===== src/rtl/rca_seq_pkg.sv =====
// Shared types and constants for the sequential ripple-carry adder.
//   state_t  : controller state encoding (IDLE, RUN, DONE)
//   NIB_BITS : width of the shared adder slice; operands are consumed
//              this many bits per clock
package rca_seq_pkg;

  localparam int NIB_BITS = 4;

  typedef enum logic [1:0] {
    IDLE = 2'd0,
    RUN  = 2'd1,
    DONE = 2'd2
  } state_t;

endpackage


===== src/rtl/rca_seq_ctrl_add4_slice.sv =====
// add4_slice: combinational 4-bit ripple-carry adder built from per-bit
// full adders.
//   a, b : nibble operands
//   ci   : carry in
//   s    : nibble sum
//   co   : carry out of bit 3
module add4_slice
  import rca_seq_pkg::*;
(
  input  logic [NIB_BITS-1:0] a,
  input  logic [NIB_BITS-1:0] b,
  input  logic                ci,
  output logic [NIB_BITS-1:0] s,
  output logic                co
);

  logic [NIB_BITS:0] c;

  assign c[0] = ci;

  generate
    for (genvar gi = 0; gi < NIB_BITS; gi++) begin : g_fa
      assign s[gi]   = a[gi] ^ b[gi] ^ c[gi];
      assign c[gi+1] = (a[gi] & b[gi]) | (c[gi] & (a[gi] ^ b[gi]));
    end
  endgenerate

  assign co = c[NIB_BITS];

endmodule


===== src/rtl/rca_seq_ctrl.sv =====
// rca_seq_ctrl: adds two WIDTH-bit operands through one shared 4-bit
// ripple-carry slice, one nibble per clock, least significant nibble first.
// The carry between nibbles is held in a register.
//
// Optional feature: define RCA_SEQ_SUB_EN to add the op port
// (0 = add, 1 = subtract a-b via inverted b and forced carry-in).
//
// Ports:
//   clk, rst                 rising-edge clock, synchronous active-high reset
//   start_valid/start_ready  request handshake; a, b, cin (and op) captured
//                            on accept
//   res_valid/res_ready      response handshake
//   sum, cout                result and carry out of the top nibble; they
//                            change only while running
//   busy                     high while an operation is in flight or held
module rca_seq_ctrl
  import rca_seq_pkg::*;
#(
  parameter  int WIDTH = 16,
  localparam int NIB   = WIDTH / NIB_BITS
) (
  input  logic             clk,
  input  logic             rst,
  input  logic             start_valid,
  output logic             start_ready,
  input  logic [WIDTH-1:0] a,
  input  logic [WIDTH-1:0] b,
  input  logic             cin,
`ifdef RCA_SEQ_SUB_EN
  input  logic             op,
`endif
  output logic             res_valid,
  input  logic             res_ready,
  output logic [WIDTH-1:0] sum,
  output logic             cout,
  output logic             busy
);

  localparam int IDX_W = (NIB > 1) ? $clog2(NIB) : 1;

  state_t                       state_reg, state_next;
  logic [IDX_W-1:0]             idx_reg;
  logic [NIB-1:0][NIB_BITS-1:0] a_reg, b_reg, sum_reg;
  logic                         carry_reg, cout_reg, start_ready_reg;
  logic                         accept, last_nib;
  logic [NIB_BITS-1:0]          slice_s;
  logic                         slice_co;

  // start_ready is registered so it stays low for the cycle after reset
  // releases and has no path from any input.
  assign accept   = start_valid && start_ready_reg;
  assign last_nib = (idx_reg == IDX_W'(NIB - 1));

  always_ff @(posedge clk) begin
    if (rst) state_reg <= IDLE;
    else     state_reg <= state_next;
  end

  always_comb begin
    state_next = state_reg;
    case (state_reg)
      IDLE:    if (accept)    state_next = RUN;
      RUN:     if (last_nib)  state_next = DONE;
      DONE:    if (res_ready) state_next = IDLE;
      default:                state_next = IDLE;
    endcase
  end

  add4_slice u_slice (
    .a  (a_reg[idx_reg]),
    .b  (b_reg[idx_reg]),
    .ci (carry_reg),
    .s  (slice_s),
    .co (slice_co)
  );

  always_ff @(posedge clk) begin
    if (rst) begin
      idx_reg         <= '0;
      carry_reg       <= 1'b0;
      cout_reg        <= 1'b0;
      sum_reg         <= '0;
      a_reg           <= '0;
      b_reg           <= '0;
      start_ready_reg <= 1'b0;
    end else begin
      start_ready_reg <= (state_next == IDLE);
      case (state_reg)
        IDLE: begin
          if (accept) begin
            a_reg   <= a;
            idx_reg <= '0;
`ifdef RCA_SEQ_SUB_EN
            // a - b = a + ~b + 1
            b_reg     <= op ? ~b : b;
            carry_reg <= op ? 1'b1 : cin;
`else
            b_reg     <= b;
            carry_reg <= cin;
`endif
          end
        end
        RUN: begin
          sum_reg[idx_reg] <= slice_s;
          carry_reg        <= slice_co;
          if (last_nib) cout_reg <= slice_co;
          else          idx_reg  <= idx_reg + IDX_W'(1);
        end
        default: ;
      endcase
    end
  end

  assign start_ready = start_ready_reg;
  assign res_valid   = (state_reg == DONE);
  assign busy        = (state_reg != IDLE);
  assign sum         = sum_reg;
  assign cout        = cout_reg;

endmodule

===== config.mk =====
export PLATFORM = sky130hd
export DESIGN_NAME = rca_seq_ctrl
export DESIGN_NICKNAME = d
export VERILOG_FILES = /design/src/rtl/rca_seq_pkg.sv /design/src/rtl/rca_seq_ctrl_add4_slice.sv /design/src/rtl/rca_seq_ctrl.sv
export SDC_FILE = /design/constraint.sdc
export NUM_CORES = 1
export LEC_CHECK = 0
export ABC_CLOCK_PERIOD_IN_PS = 2700
export CAP_MARGIN = 5
export CORE_UTILIZATION = 44
export CTS_CLUSTER_SIZE = 40
export DETAILED_ROUTE_END_ITERATION = 10
export PLACE_DENSITY = 0.86
export SLEW_MARGIN = 5
export SYNTH_ARGS = -nofsm -noshare
export SYNTH_HDL_FRONTEND = slang
export SYNTH_SLANG_ARGS = --single-unit

===== constraint.sdc =====
create_clock -name clk -period 2.7 [get_ports clk]
set_input_delay 0.54 -clock clk [delete_from_list [all_inputs] [get_ports clk]]
set_output_delay 0.54 -clock clk [all_outputs]
set_load 0.02 [all_outputs]

==> results.yml, run 1 <==
logic_synthesis:
  syn_inst: 256
  yosys_warnings: 0
  yosysSeqAreaShare_pct: 46.6
  synth_cell_types: 29
  netlist.area_leader.share_pct: 46.6
  synth_area_um2: 2360
  synth_top_area_cell: "dfxtp_1"
  ys_ff_latch: 55
  yosys-top-cells-area: "dfxtp_1, nand2_1, mux4_2, a21oi_1, fa_1"
  syn_nets: 301
  synth.avg_cell_area_um2: 9.24
placed_design:
  dp.final_hpwl_um: 3490
  placed_area_um2: 2940
  portBuffers: 56
  place_inst: 367
  gp_congestion: 0.784
  dp_slack_ns: -0.00606
critical_path:
  critPathArrivalTime_ns: 2.89
  crit_required_ns: 2.93
  crit_path_start_kind: "flip-flop"
  end_kind: "flip-flop"
  path_class: "reg2reg"
  rrSetupSlack_ns: 0.05
  startpoint: "idx_reg[1]"
  r2r-start: "idx_reg[1]"
  worst-path-max-fanout: 4
  worstRegToRegCells: 9
  rr_endpoint: "sum[15]"
grt:
  grt.total_usage_pct: 18.3
  grt_pass1_vias: 1724
  grt_first_pass_wirelength_um: 7860
  grt_overflow: 0
  grt_antenna_before_repair: 0
  grt_max_degree: 37
cells_and_area:
  final_util_pct: 59.7
  layout_common_cells: "nand2_1, clkdlybuf4s50_1, dfxtp_1"
  antenna_cells: 0
  drive_gt1_share_pct: 12.8
  syn_to_final_growth_pct: 29.8
  final_cells: 375
  finalInstanceArea_um2: 3070
  fillers: 470
  fin_nets: 349
  layout_commonest_cell: "nand2_1"
floorplanning:
  initial_core_util_pct: 46.0
  die_h_um: 75.3
  num_rows: 26
  core_area_um2: 5140
  fp.dieArea_um2: 5670
  die_x_um: 75.3
  io_pins: 57
detailed_routing:
  vias_per_cell: 4.96
  dr.pass1.iters: 4
  drc: 0
  drt_iter0_drc: 113
  wl_per_cell_um: 12.6
  postRouteAntennaNets: 0
  routed_wl_um: 4710
  vias: 1861
timing:
  hold_viol: 0
  rsz0062_at_grt: "yes"
  maxSlewViolCount: 0
  setup_viol: 0
  fmax_mhz: 377
  period_share_pct: 98.2
  worst_slack_ns: 0.0479
  worst_pin_slew_ns: 0.433
  skew_ns: 0.00292
  hold_slack_ns: 0.453
  slew_headroom_pct: 71.1
  min_period_ns: 2.65
clock_tree:
  hold_buffers: 0
  clock_path_buffers: 2
  cts_sinks: 55
  cts_tree: "yes"
  cts.htree.levels: 2
  cts_setup_buffers: 0
  cts_buffers: 5
  clockRootBuffer: "clkbuf_8"
  clock_latency_ns: 0.31
  path_clk_slew_ns: 0.09
power:
  p_leak_nw: 1.06
  ir_drop_uv: 260
  p_per_area_nw_per_um2: 519
run:
  maxCapViolations: 0
worst_hold_path:
  holdPathEnd: "a_reg[14]"
  hp-class: "reg2reg"
  worstHoldPathCells: 2
  hold_start: "a_reg[14]"
outcome:
  outcome: "complete, no violations"
[metrics by stage]
stage                      TNS, ns  power, mW
after floorplan             -0.147       1.03
after global placement           0       1.11
after detailed placement  -0.00606       1.12
after CTS                  -0.0162       1.60
after global routing       -0.0780       1.66
final                            0       1.59
[Yosys cell counts]
cell type,n
nor4_1,1
a21oi_1,35
clkbuf_1,8
and4bb_1,1
nand2b_1,1
or2_2,1
nor2_1,20
dfxtp_1,55
nand3b_1,1
a2111oi_2,1
a211oi_1,9
buf_4,3
ha_1,4
or3b_1,1
nand4bb_1,1
buf_1,1
and3b_1,4
nor3_2,1
nand3_1,2
inv_1,9
nand2_1,64
mux2i_1,8
nor2b_1,1
buf_2,6
nor3b_1,1
buf_6,4
and2b_1,1
mux4_2,8
fa_1,4
[kinds of logic (layout without fill, tap and decap cells)]
group,after synthesis,count (layout),share of synthesized area (%)
simple gates,101,101,19.0
flops,55,55,46.6
compound gates,45,45,10.9
buf+inv,31,80,6.98
mux,16,16,11.0
fa+ha+maj,8,8,5.50
[what timing repair did]
item,4_1_cts,5_1_grt
endpoints found under the setup margin,3,4
pin swaps,0,6
resized for setup,2,6
gates cloned,0,0
[layout make-up]
type | count | area, um^2 | share of cell area [%]
Multi-Input combinational cell | 170 | 1130 | 36.8
Sequential cell | 55 | 1100 | 36.0
Timing Repair Buffer | 63 | 616 | 20.1
Clock buffer | 8 | 100 | 3.26
Tap cell | 70 | 87.6 | 2.85
Inverter | 9 | 33.8 | 1.10
[critical path: stages, from the launching register on]
cell and delay [ns]:
dfxtp_2 0.37, mux4_2 0.52, fa_2 0.35, inv_2 0.06, fa_2 0.18, inv_2 0.04, fa_2 0.32, inv_2 0.07
fa_2 0.48, a211oi_2 0.20
[power breakdown]
part	switching, mW	internal [mW]
clock	0.254	0.234
sequential	0.0214	0.846
combinational	0.114	0.124
[layer usage]
| layer | GRT usage [%] | part of all wire, % |
|---|---|---|
| met3 | 3.97 | 4.2 |
| met1 | 22.7 | 44 |
| met2 | 32.0 | 51 |
| met5 | 0 | 0 |
| met4 | 5.56 | 1.3 |
[worst max-delay path by stage]
| stage | endpoint | slack [ns] | depth (start not counted) |
|---|---|---|---|
| global placement | sum[11] | 0.07 | 9 |
| CTS | sum[7] | -0.009 | 9 |
| detailed placement | sum[15] | -0.006 | 9 |
| global route | sum[15] | -0.04 | 9 |
| finish | sum[15] | 0.05 | 9 |
| floorplan | sum[11] | -0.04 | 10 |
Note: power is estimated with default switching activity, not from simulation.
==> inputs of run 2 (changes only) <==
PLACE_DENSITY = 0.81   (was 0.86)
==> run 2 against run 1 <==
Effect of this change:
- die area is the same
- combinational power is essentially flat
- wire length grew 3.2%
- largest cell class unchanged
- highest routed layer unchanged
==> results.yml, run 2 (same netlist as run 1, synthesis figures left out) <==
floorplanning:
  io_pins: 57
  die_h_um: 75.3
  fp.dieArea_um2: 5670
  die_x_um: 75.3
  initial_core_util_pct: 46.0
  num_rows: 26
  core_area_um2: 5140
timing:
  setup_viol: 0
  skew_ns: 0.00300
  maxSlewViolCount: 0
  worst_slack_ns: 0.0112
  fmax_mhz: 372
  hold_viol: 0
  min_period_ns: 2.69
  rsz0062_at_grt: "yes"
  worst_pin_slew_ns: 0.589
  period_share_pct: 99.6
  hold_slack_ns: 0.460
  slew_headroom_pct: 60.7
grt:
  grt.total_usage_pct: 18.2
  grt_util_met1_pct: 21.4
  grt_overflow: 0
  grt_antenna_before_repair: 0
  grt_use_met2_pct: 32.1
  grtUsageMet3_pct: 4.63
  grt-busiest-layer: "met2"
  grt_pass1_vias: 1791
  grt_max_degree: 37
  grt_first_pass_wirelength_um: 7790
critical_path:
  crit_required_ns: 2.92
  startpoint: "idx_reg[0]"
  worst-path-max-fanout: 4
  path_class: "reg2reg"
  slowest_stage: "mux4_2"
  slowest_delay_ns: 0.51
  path_delay_family: "adder cells"
  path_cells: "mux4_2 -> fa_2 -> inv_2 -> fa_2 -> inv_2 -> fa_2 -> inv_2 -> fa_2 -> a211oi_2"
  crit_path_start_kind: "flip-flop"
  cpMostUsedCell: "fa_2"
  rrSetupSlack_ns: 0.01
  r2r-start: "idx_reg[0]"
  critPathArrivalTime_ns: 2.91
  end_kind: "flip-flop"
  path_buf_inv: 3
cells_and_area:
  layout_commonest_cell: "nand2_1"
  finalInstanceArea_um2: 3070
  final_cells: 375
  antenna_cells: 0
  multi_input_area_um2: 1130
  fillers: 482
  syn_to_final_growth_pct: 29.8
  layout_common_cells: "nand2_1, clkdlybuf4s50_1, dfxtp_1"
  drive_gt1_share_pct: 13.1
  fin_nets: 349
  regArea_um2: 1100
power:
  p_leak_nw: 1.06
  ir_drop_uv: 249
  p_per_area_nw_per_um2: 521
placed_design:
  portBuffers: 56
  place_inst: 367
  placed_area_um2: 2940
  dp.final_hpwl_um: 3440
  dp_slack_ns: 0.0182
  gp_congestion: 0.774
detailed_routing:
  vias_per_cell: 4.94
  dr.pass1.iters: 4
  postRouteAntennaNets: 0
  drc: 0
  drt_iter0_drc: 83
  wl_per_cell_um: 13.0
  vias: 1851
  routed_wl_um: 4870
clock_tree:
  cts_tree: "yes"
  clock_path_buffers: 2
  cts_sinks: 55
  hold_buffers: 0
  cts.htree.levels: 2
  clockRootBuffer: "clkbuf_8"
  clock_latency_ns: 0.31
  path_clk_slew_ns: 0.09
  cts_buffers: 5
outcome:
  outcome: "complete, no violations"
run:
  maxCapViolations: 0
worst_hold_path:
  hold_start: "a_reg[6]"
  hp-class: "reg2reg"
==> run 2: what timing repair did <==
| action | in CTS | in global routing |
|---|---|---|
| endpoints found under the setup margin | 3 | 4 |
| pin swaps | 0 | 6 |
| buffers inserted | 0 | 0 |
| resized for setup | 1 | 6 |
| gates cloned | 0 | 0 |
==> run 2: final cells by class <==
type,count,share of cell area (%)
Inverter,9,1.10
Multi-Input combinational cell,170,36.8
Tap cell,70,2.85
Timing Repair Buffer,63,19.9
Clock buffer,7,3.14
Clock inverter,1,0.245
Sequential cell,55,36.0
==> run 2: worst paths after layout <==
check,endpoint,cells after the start
setup reg to reg,sum[15],9
hold reg to reg,a_reg[6],2
setup / recovery,sum[15],9
hold / removal,a_reg[6],2
==> run 2: per-stage QoR <==
| step | utilization (%) | setup TNS (ns) | power (mW) |
|---|---|---|---|
| finish | 59.7 | 0 | 1.60 |
| global route | 59.7 | -0.161 | 1.67 |
| CTS | 59.3 | 0 | 1.61 |
| detailed placement | 57.2 | 0 | 1.12 |
| global placement | 57.2 | 0 | 1.11 |
| floorplan | - | -0.147 | 1.03 |
==> run 2: worst register-to-register path, cell delays in order, from the launching register on <==
cell and delay, ns:
dfxtp_2 0.34, mux4_2 0.51, fa_2 0.37, inv_2 0.06, fa_2 0.18, inv_2 0.04, fa_2 0.32, inv_2 0.06
fa_2 0.48, a211oi_2 0.23
==> run 2: routing by layer <==
layer  part of all wire [%]  up-vias
li1                       -      942
met1                     45      838
met2                     49       59
met3                    4.4       12
met4                    2.0        0
met5                      0        -
==> run 2: report_power, final <==
group	internal (mW)	switching (mW)	leakage, nW
logic	0.124	0.115	0.562
clock network	0.234	0.259	0.0505
registers	0.846	0.0209	0.448
total	1.20	0.394	1.06
